==> config.mk <==
export PLATFORM = sky130hd
export DESIGN_NAME = key_entry_collector
export DESIGN_NICKNAME = d
export VERILOG_FILES = /design/src/rtl/key_entry_collector.sv
export SDC_FILE = /design/constraint.sdc
export NUM_CORES = 1
export LEC_CHECK = 0
export ABC_AREA = 0
export CAP_MARGIN = 20
export CORE_MARGIN = 4
export CORE_UTILIZATION = 39
export CTS_BUF_LIST = sky130_fd_sc_hd__clkbuf_16
export CTS_CLUSTER_SIZE = 20
export DETAILED_ROUTE_END_ITERATION = 7
export GPL_TIMING_DRIVEN = 0
export PLACE_DENSITY = 0.71
export SYNTH_ARGS = -nofsm -noshare
export SYNTH_HDL_FRONTEND = slang
export SYNTH_SLANG_ARGS = --single-unit
export TNS_END_PERCENT = 1
==> constraint.sdc <==
create_clock -name clk -period 2.2 [get_ports clk]
set_input_delay 0.44 -clock clk [delete_from_list [all_inputs] [get_ports clk]]
set_output_delay 0.44 -clock clk [all_outputs]
set_load 0.01 [all_outputs]
==> src/rtl/key_entry_collector.sv <==
// key_entry_collector: gathers four hex digits plus a mode bit from a keypad
// strobe and emits them as one 17-bit word, followed by a lockout period.
//
// Ports:
//   clk          rising-edge clock
//   rst          asynchronous active-high reset
//   key_valid    one-cycle strobe qualifying key_code
//   key_code     [4:0] 0x00-0x0F digit, 0x10 ENTER, 0x11 CLEAR, 0x12 MODE,
//                0x13-0x1F ignored
//   data_out     [16:0] {mode, d3, d2, d1, d0}, d3 is the first digit keyed
//   data_load    one-cycle pulse, data_out valid while high
//   digit_count  [2:0] digits held, 0-4
//   entry_busy   high while collecting, emitting or in lockout
//   entry_error  one-cycle pulse on a rejected entry
//
// Parameters: HOLDOFF_CYCLES (1-255) lockout length after an emit;
// TIMEOUT_CYCLES (2-65535) inactivity limit while collecting.
// Optional feature macro: ENTRY_TIMEOUT_EN enables the inactivity timeout.
// Without it, collection persists until ENTER, CLEAR or reset.
module key_entry_collector #(
    parameter int HOLDOFF_CYCLES = 8,
    parameter int TIMEOUT_CYCLES = 1000
) (
    input  logic        clk,
    input  logic        rst,
    input  logic        key_valid,
    input  logic [4:0]  key_code,
    output logic [16:0] data_out,
    output logic        data_load,
    output logic [2:0]  digit_count,
    output logic        entry_busy,
    output logic        entry_error
);

    // Elaboration-time range checks on the parameters.
    if (HOLDOFF_CYCLES < 1 || HOLDOFF_CYCLES > 255) begin : g_bad_holdoff
        $error("HOLDOFF_CYCLES out of range");
    end
    if (TIMEOUT_CYCLES < 2 || TIMEOUT_CYCLES > 65535) begin : g_bad_timeout
        $error("TIMEOUT_CYCLES out of range");
    end

    typedef enum logic [1:0] {
        S_IDLE,
        S_COLLECT,
        S_EMIT,
        S_HOLD
    } state_t;

    state_t      state, state_d;
    logic [15:0] digits, digits_d;
    logic [2:0]  count, count_d;
    logic        mode, mode_d;
    logic [16:0] dout_d;
    logic [7:0]  hold_cnt, hold_d;
    logic        err_d;

`ifdef ENTRY_TIMEOUT_EN
    logic [15:0] timer, timer_d;
    localparam logic [15:0] TIMER_LAST = 16'(TIMEOUT_CYCLES - 1);
`endif

    logic k_digit, k_enter, k_clear, k_mode;

    always_comb begin
        k_digit = key_valid && !key_code[4];
        k_enter = key_valid && (key_code == 5'h10);
        k_clear = key_valid && (key_code == 5'h11);
        k_mode  = key_valid && (key_code == 5'h12);
    end

    always_comb begin
        state_d  = state;
        digits_d = digits;
        count_d  = count;
        mode_d   = mode;
        dout_d   = data_out;
        hold_d   = hold_cnt;
        err_d    = 1'b0;
`ifdef ENTRY_TIMEOUT_EN
        timer_d  = timer;
`endif
        case (state)
            S_IDLE: begin
                unique case (1'b1)
                    k_digit: begin
                        digits_d = {12'h000, key_code[3:0]};
                        count_d  = 3'd1;
                        state_d  = S_COLLECT;
`ifdef ENTRY_TIMEOUT_EN
                        timer_d  = '0;
`endif
                    end
                    k_mode:  mode_d = ~mode;
                    default: ;
                endcase
            end
            S_COLLECT: begin
`ifdef ENTRY_TIMEOUT_EN
                // Any recognised key restarts the inactivity timer.
                timer_d = (k_digit || k_enter || k_clear || k_mode)
                        ? '0 : timer + 16'd1;
`endif
                unique case (1'b1)
                    k_digit: begin
                        // A fifth digit is silently dropped.
                        if (count < 3'd4) begin
                            digits_d = {digits[11:0], key_code[3:0]};
                            count_d  = count + 3'd1;
                        end
                    end
                    k_mode:  mode_d = ~mode;
                    k_enter: begin
                        if (count == 3'd4) begin
                            dout_d  = {mode, digits};
                            state_d = S_EMIT;
                        end else begin
                            err_d    = 1'b1;
                            digits_d = '0;
                            count_d  = '0;
                            mode_d   = 1'b0;
                            state_d  = S_IDLE;
                        end
                    end
                    k_clear: begin
                        digits_d = '0;
                        count_d  = '0;
                        mode_d   = 1'b0;
                        state_d  = S_IDLE;
                    end
                    default: begin
`ifdef ENTRY_TIMEOUT_EN
                        if (timer == TIMER_LAST) begin
                            err_d    = 1'b1;
                            digits_d = '0;
                            count_d  = '0;
                            mode_d   = 1'b0;
                            state_d  = S_IDLE;
                        end
`endif
                    end
                endcase
            end
            S_EMIT: begin
                digits_d = '0;
                count_d  = '0;
                mode_d   = 1'b0;
                hold_d   = 8'(HOLDOFF_CYCLES);
                state_d  = S_HOLD;
            end
            S_HOLD: begin
                // Leaving on the edge where the count reaches zero gives
                // exactly HOLDOFF_CYCLES cycles in this state.
                hold_d = hold_cnt - 8'd1;
                if (hold_cnt <= 8'd1) begin
                    hold_d  = '0;
                    state_d = S_IDLE;
                end
            end
            default: state_d = S_IDLE;
        endcase
    end

    always_ff @(posedge clk or posedge rst) begin
        if (rst) begin
            state       <= S_IDLE;
            digits      <= '0;
            count       <= '0;
            mode        <= 1'b0;
            hold_cnt    <= '0;
            data_out    <= '0;
            data_load   <= 1'b0;
            entry_busy  <= 1'b0;
            entry_error <= 1'b0;
`ifdef ENTRY_TIMEOUT_EN
            timer       <= '0;
`endif
        end else begin
            state       <= state_d;
            digits      <= digits_d;
            count       <= count_d;
            mode        <= mode_d;
            hold_cnt    <= hold_d;
            data_out    <= dout_d;
            data_load   <= (state_d == S_EMIT);
            entry_busy  <= (state_d != S_IDLE);
            entry_error <= err_d;
`ifdef ENTRY_TIMEOUT_EN
            timer       <= timer_d;
`endif
        end
    end

    assign digit_count = count;

endmodule
==> impl_metrics.csv <==
group,metric,value,unit
cts,cts_made_buffers,5,
power_and_ir_drop,p_seq_share,42.7,%
placement,io_buffers,29,
cts,clk_path_buf_depth,2,
floorplan,coreArea,5920,um2
power_and_ir_drop,swShare,28.0,%
power_and_ir_drop,p_switching,0.701,mW
status,status,"finished, final reports clean",
logic_synthesis,synthesis.area,2370,um2
drt,first_pass_iters,4,
grt,overflow,0,
logic_synthesis,netlist_instances,200,
timing,setup-violations-final,0,
cts,clock_latency,0.28,ns
logic_synthesis,synth_top_cell_area_share,52.7,%
cells_and_area,syn2layout_area_growth,26.1,%
cts,cts_tree,"done",
floorplan,rows,28,
timing,maxSlewViolCount,0,
drt,vias,1693,
logic_synthesis,synth-warning-count,0,
power_and_ir_drop,p_leak,1.45,nW
placement,dpl.cell_count,305,
worst_setup_path,cp.arrival,2.31,ns
worst_setup_path,crit_path_end_kind,"flip-flop",
logic_synthesis,synth_cell_types,47,
min_path,hold_class,"in2reg",
cells_and_area,nNetsFinal,254,
logic_synthesis,syn_nets,217,
worst_setup_path,critPathMaxFanout,10,
logic_synthesis,syn_area_per_cell,11.9,um2
cells_and_area,layout.cells.non_filler,312,
worst_setup_path,worstSetupPathType,"in2reg",
worst_setup_path,cpPeakStageDelay,0.57,ns
drt,viasPerCell,5.43,
logic_synthesis,ys_ff_latch,50,
floorplan,start_util,40.1,%
logic_synthesis,synth_edf_count,0,
cts,cts_hold_buf,0,
grt,grtUsageTotal,14.0,%
drt,drcViolationCount,0,
power_and_ir_drop,internal-power,1.80,mW
cts,clkTransAtPathRegs,0.06,ns
placement,dp_hpwl,3.35,mm
logic_synthesis,synthTopCellsByArea,"dfrtp_1 (53%), mux2_1 (9.0%), a22o_1 (5.9%)",
placement,place_congestion,0.825,
logic_synthesis,synth_top_area_cell,"dfrtp_1",
worst_setup_path,crit_top_cell,"buf_6",
drt,drtAntennaViolNets,0,
power_and_ir_drop,vdd_drop_max,0.474,mV
timing,clock.fmax,468,MHz
timing,rsz0062_at_grt,"true",
floorplan,die_h,86.0,um
timing,setup_tns,0,ns
timing,timing_hold_violations_final,0,
grt,grt_antenna_before_repair,0,
cts,htreeDepth,2,
cts,clock-sinks,50,
drt,dr.first_iter.drc_count,95,
grt,grt_pass1_wl,8.23,mm
timing,period_minus_slack,2.14,ns
worst_setup_path,critPathSlowestCell,"clkdlybuf4s50_1",
timing,fin_crit_sh,97.1,%
floorplan,io_pins,31,
worst_setup_path,cp-start-kind,"primary input",
cells_and_area,diodes,0,
timing,worst_pin_slew,0.648,ns
worst_setup_path,crit_chain,"clkdlybuf4s50_1, and3b_1, nor4b_2, or3_1, buf_6, buf_6, a22o_1",
drt,drt-wirelength-per-cell,15.1,um
logic_synthesis,synthTopCellsByCount,"dfrtp_1 (50), mux2_1 (19), a22o_1 (16)",
drt,routed_wl,4.70,mm
floorplan,die_area,7400,um2
timing,slew-limit-headroom,56.8,%
worst_setup_path,worstPathRequired,2.37,ns
timing,skew,0.00365,ns
power_and_ir_drop,power.density,836,nW/um2
cts,post_cts_buffers,0,
power_and_ir_drop,combPwrFrac,23.6,%
grt,grt_max_degree,37,
grt,grt_pass1_vias,1733,
flow_run,drv_cap,0,
logic_synthesis,synth_flop_cell,"dfrtp_1",
logic_synthesis,synth_most_common_cell,"dfrtp_1",
floorplan,dieWidth,86.0,um
cts,ctsRootBufferMaster,"clkbuf_16",
cells_and_area,fill_cells,527,
logic_synthesis,ys_seq_area_share,52.7,%
power_and_ir_drop,p_clk_share,33.7,%
logic_synthesis,ys_async_sr_fraction,100,%
cells_and_area,drive_above_1_share,11.0,%
[worst paths after layout]
path / slack [ns] / to / cells after the start / startpoint
worst max register to register: 0.12 / digit_count[1] / 9 / state[1]
worst min register to register: 0.48 / data_out[10] / 1 / data_out[10]
min in group asynchronous: 0.44 / digit_count[0] / 2 / rst
max in group asynchronous: 1.27 / mode / 3 / rst
worst min-delay path: 0.43 / digits[1] / 3 / key_code[1]
worst max-delay path: 0.06 / digit_count[1] / 7 / key_code[0]
[power by group through the flow]
| stage | logic, mW | registers (mW) | clock network, mW |
|---|---|---|---|
| 2_1_floorplan | 0.404 | 1.08 | 0 |
| 3_5_place_dp | 0.572 | 1.09 | 0 |
| 6_report | 0.590 | 1.07 | 0.842 |
| 4_1_cts | 0.579 | 1.07 | 0.868 |
| 3_3_place_gp | 0.562 | 1.08 | 0 |
| 5_1_grt | 0.655 | 1.08 | 0.916 |
[cells in the final DEF (no fill, tap or decap), types with 9 or more instances in the layout]
master           count
dfrtp_1             50
clkdlybuf4s50_1     26
mux2_1              19
a22o_1              16
nor2_1              12
nand2_1             10
inv_1                9
ha_1                 9
[flip-flops by register name, indices dropped and copies added (netlist names)]
register,flops
hold_cnt,8
digits,16
state,2
data_out,17
digit_count,3
entry_busy,1
mode,1
entry_error,1
data_load,1
[layout make-up]
type                       instances  area, um2  share of cell area, %
buffer                             7       55.1                   1.84
clock buffer                       5        125                   4.18
clock inverter                     2       38.8                   1.30
inverter                          11       41.3                   1.38
multi-input combinational        132       1070                   35.8
sequential                        50       1250                   41.8
tap                               75       93.8                   3.13
timing repair buffer              30        318                   10.6
[kinds of logic after synthesis]
kind of cell             synth area share [%]
adder cells (fa/ha/maj)                  4.74
multiplexers                             9.91
AND/OR/NAND/NOR                          11.7
flip-flops                               52.7
buffers and inverters                    3.90
AO/OA/AOI/OAI                            17.1
[metrics by stage]
stage                     util, %  setup WS, ns  hold slack, ns  cell area (um2)  power [mW]
after CTS                    49.9       0.00787           0.414             2950        2.52
after detailed placement     46.9        -0.408           0.478             2780        1.66
after floorplan                 -         0.239           0.457             2370        1.48
after global placement       46.6        -0.380           0.466             2760        1.65
after global routing         50.6       -0.0675           0.434             2990        2.65
final                        50.6        0.0638           0.427             2990        2.50
[layer usage]
layer | GRT usage, % | part of all wire, % | vias up
li1 | - | - | 822
met1 | 17.8 | 46 | 838
met2 | 23.5 | 51 | 31
met3 | 3.55 | 3.3 | 2
met4 | 3.88 | 0.45 | 0
met5 | 0 | 0 | -
[worst max-delay path, delay by kind of cell]
kind                   cells  cell delay (ns)
buffers and inverters      3             0.86
and+or+nand+nor            3             0.78
AOI/OAI and AO/OA          1             0.22
[timing repair]
action / 4_1_cts / 5_1_grt
gates resized for setup: 3 / 9
hold endpoints to repair: 0 / 0
endpoints found under the setup margin: 21 / 33
pin swaps: 0 / 0
(Power assumes the default switching activity.)
==> RTL edit: new RTL, same flow settings <==
Put one more register stage on the output `data_out`, with the module's reset. The value now appears one clock later. The other outputs are not delayed to match. Comments in the files are not updated.
--- a/src/rtl/key_entry_collector.sv
+++ b/src/rtl/key_entry_collector.sv
@@ -32,6 +32,8 @@
     output logic        entry_error
 );
 
+    logic [16:0] data_s0;
+
     // Elaboration-time range checks on the parameters.
     if (HOLDOFF_CYCLES < 1 || HOLDOFF_CYCLES > 255) begin : g_bad_holdoff
         $error("HOLDOFF_CYCLES out of range");
@@ -74,7 +76,7 @@
         digits_d = digits;
         count_d  = count;
         mode_d   = mode;
-        dout_d   = data_out;
+        dout_d   = data_s0;
         hold_d   = hold_cnt;
         err_d    = 1'b0;
 `ifdef ENTRY_TIMEOUT_EN
@@ -168,7 +170,7 @@
             count       <= '0;
             mode        <= 1'b0;
             hold_cnt    <= '0;
-            data_out    <= '0;
+            data_s0     <= '0;
             data_load   <= 1'b0;
             entry_busy  <= 1'b0;
             entry_error <= 1'b0;
@@ -181,7 +183,7 @@
             count       <= count_d;
             mode        <= mode_d;
             hold_cnt    <= hold_d;
-            data_out    <= dout_d;
+            data_s0     <= dout_d;
             data_load   <= (state_d == S_EMIT);
             entry_busy  <= (state_d != S_IDLE);
             entry_error <= err_d;
@@ -193,4 +195,12 @@
 
     assign digit_count = count;
 
+    always_ff @(posedge clk or posedge rst) begin
+        if (rst) begin
+            data_out <= '0;
+        end else begin
+            data_out <= data_s0;
+        end
+    end
+
 endmodule
Behaviour: not the same (Yosys sat finds a counterexample within 10 cycles, from zero or initial values and one cycle with rst high).
==> RTL edit against the original RTL <==
  * Area after synthesis is 21% higher
  * Count of clock-buffer cells in the layout up 4
  * Highest routed layer unchanged
  * Setup slack improved by 110 ps
  * Critical endpoint is now digits[1]
  * Sequential cell count rose by 17
  * Design area rose by 21%
  * Fmax is 5.2% higher
  * Sequential power rose by 36%
  * Total power rose by 48%
  * Routed wire length rose by 17%
==> RTL edit: results (changes against the original RTL) <==
[metrics] Placement Setup Slack: -107.7 ps (+299.8 ps)
[metrics] number of antenna violations at the first check in global routing: 0 (unchanged)
[metrics] number of nets in the finished design: 318 (+25%)
[metrics] leakage dissipation: 1.685 nW (+16%)
[metrics] DRC violation total after the first TritonRoute iteration: 132 (+39%)
[metrics] internal reg-to-reg setup slack: 170 ps (+50 ps)
[metrics] antenna cells: 0 (unchanged)
[metrics] biggest area contributors in the synthesized netlist: dfrtp_1 59%, mux2i_1 5.6%, nand2_1 5.5%
[metrics] number of endpoints with negative hold slack in the final report: 0 (unchanged)
[metrics] Synth async-reset ratio: 1.000 (unchanged)
[metrics] Synth Net Count: 276 (+27%)
[metrics] cell types with the highest counts after synthesis: 67 x dfrtp_1, 42 x nand2_1, 28 x inv_1
[metrics] clock tree buffer depth: 2 (unchanged)
[metrics] maximum net fanout on the critical path: 10 (unchanged)
[metrics] wire length of the first global-routing pass: 9715 um (+18%)
[metrics] slowest stage delay, CP: 450 ps (-120 ps)
[metrics] Synth warnings: 0 (unchanged)
[metrics] slowest stage cell on the critical path: dfrtp_1
[metrics] placer's final routability congestion estimate: 0.8606 (+4.3%)
[metrics] proportion of total power due to net switching: 0.2735 (-0.006567)
[metrics] largest net degree at the start of global routing: 42 (+14%)
[metrics] worst setup skew after layout: 4.970 ps (+1.325 ps)
[metrics] Clk pin slew, worst setup/hold paths: 50 ps
[metrics] transition time at the pin with the least slew margin: 598.4 ps (-49.06 ps)
[metrics] number of buffers added by the clock tree synthesis step: 9 (+4)
[metrics] result of the run: completed
[metrics] share of post-route cells with drive strength above 1: 0.09508 (-0.01462)
[metrics] post-synthesis sequential area ratio: 0.5862 (+0.05903)
[metrics] detailed-route wire length: 5489 um (+17%)
[metrics] insertion delay of the later-clocked pin in the worst-skew pair: 320 ps (+40 ps)
[metrics] distinct cell type count after synthesis: 45 (-4.3%)
[metrics] clk root buf: clkbuf_16
[metrics] setup repair bufs after CTS: 0 (unchanged)
[metrics] Detailed Place HPWL: 3804 um (+13%)
[metrics] count of input and output buffers: 30 (+3.4%)
[metrics] HP Class: register to register
[metrics] number of global-route vias before repair: 1992 (+15%)
[metrics] All-Layer GR Usage: 0.1427 (+0.002661)
[metrics] fmax: 492.4 MHz (+5.2%)
[metrics] critical path arrival: 2230 ps (-80 ps)
[metrics] CTS HTree Levels: 3 (+1)
[metrics] largest registers: data_out: 17 flops, data_s0: 17 flops, digits: 16 flops
[metrics] first-pass iteration count of the detailed router: 4 (unchanged)
[metrics] detail-routed via count per cell: 4.913 (-9.5%)
[metrics] maximum resistive drop on vdd: 0.4959 mV (+4.6%)
-- RTL edit: worst paths after layout --
kind                        startpoint           end  depth (start not counted)
max                           state[1]     digits[1]                          7
min                        data_s0[11]  data_out[11]                          0
max reg2reg                   state[1]     digits[1]                          7
min reg2reg                data_s0[11]  data_out[11]                          0
max in group asynchronous          rst   data_s0[11]                          3
min in group asynchronous          rst    data_s0[0]                          2
-- RTL edit: power by group through the flow --
stage	combinational [mW]	sequential (mW)	clock [mW]
floorplan	0.528	1.46	0
global placement	0.735	1.47	0
detailed placement	0.752	1.47	0
CTS	0.761	1.45	1.50
global route	0.860	1.47	1.56
finish	0.770	1.45	1.47
-- RTL edit: final cells by class --
class                   count  area (sq um)
plain buffers               6         42.54
clock buffers               9         225.2
clock inverters             6         82.58
fillers                   612          3321
inverters                  29         108.9
multi-input cells         157          1047
flip-flops and latches     67          1677
well taps                  96         120.1
repair buffers             31         320.3
-- RTL edit: what timing repair did --
action	4_1_cts	5_1_grt
setup endpoints to repair	0	26
endpoints found under the hold margin	0	0
gates resized for setup	0	3
-- RTL edit: per-layer routing --
| metal | track usage | share of wire | wire length, um |
|---|---|---|---|
| met1 | 0.1941 | 0.48 | 2611 |
| met2 | 0.2192 | 0.47 | 2562 |
| met3 | 0.02896 | 0.038 | 209 |
| met4 | 0.06619 | 0.019 | 106 |
| met5 | 0 | 0 | 0 |
-- RTL edit: critical path, delay by kind of cell (launching register included) --
family                     cells  cell delay [ps]
and+or+nand+nor                2              430
AOI/OAI and AO/OA              1              100
buffers and inverters          2              310
muxes                          1              350
adders and majority gates      1              260
DFF                            1              450
-- RTL edit: cells by family after synthesis --
group | count (synthesis) | synth area share
adder cells (fa/ha/maj) | 9 | 0.03937
AND/OR/NAND/NOR | 76 | 0.1304
flip-flops | 67 | 0.5862
AO/OA/AOI/OAI | 52 | 0.1194
buffers and inverters | 35 | 0.05293
multiplexers | 20 | 0.07174
-- RTL edit: through the flow --
step | power (mW) | TNS (ps) | std cells | area, sq um | hold slack (ps)
2_1_floorplan | 1.991 | 0 | 259 | 2860 | 353.5
3_3_place_gp | 2.201 | -70840 | 385 | 3281 | 360.5
3_5_place_dp | 2.221 | -1273 | 386 | 3301 | 358.2
4_1_cts | 3.711 | 0 | 401 | 3608 | 369.4
5_1_grt | 3.887 | 0 | 401 | 3623 | 381.7
6_report | 3.694 | 0 | 401 | 3623 | 366.7
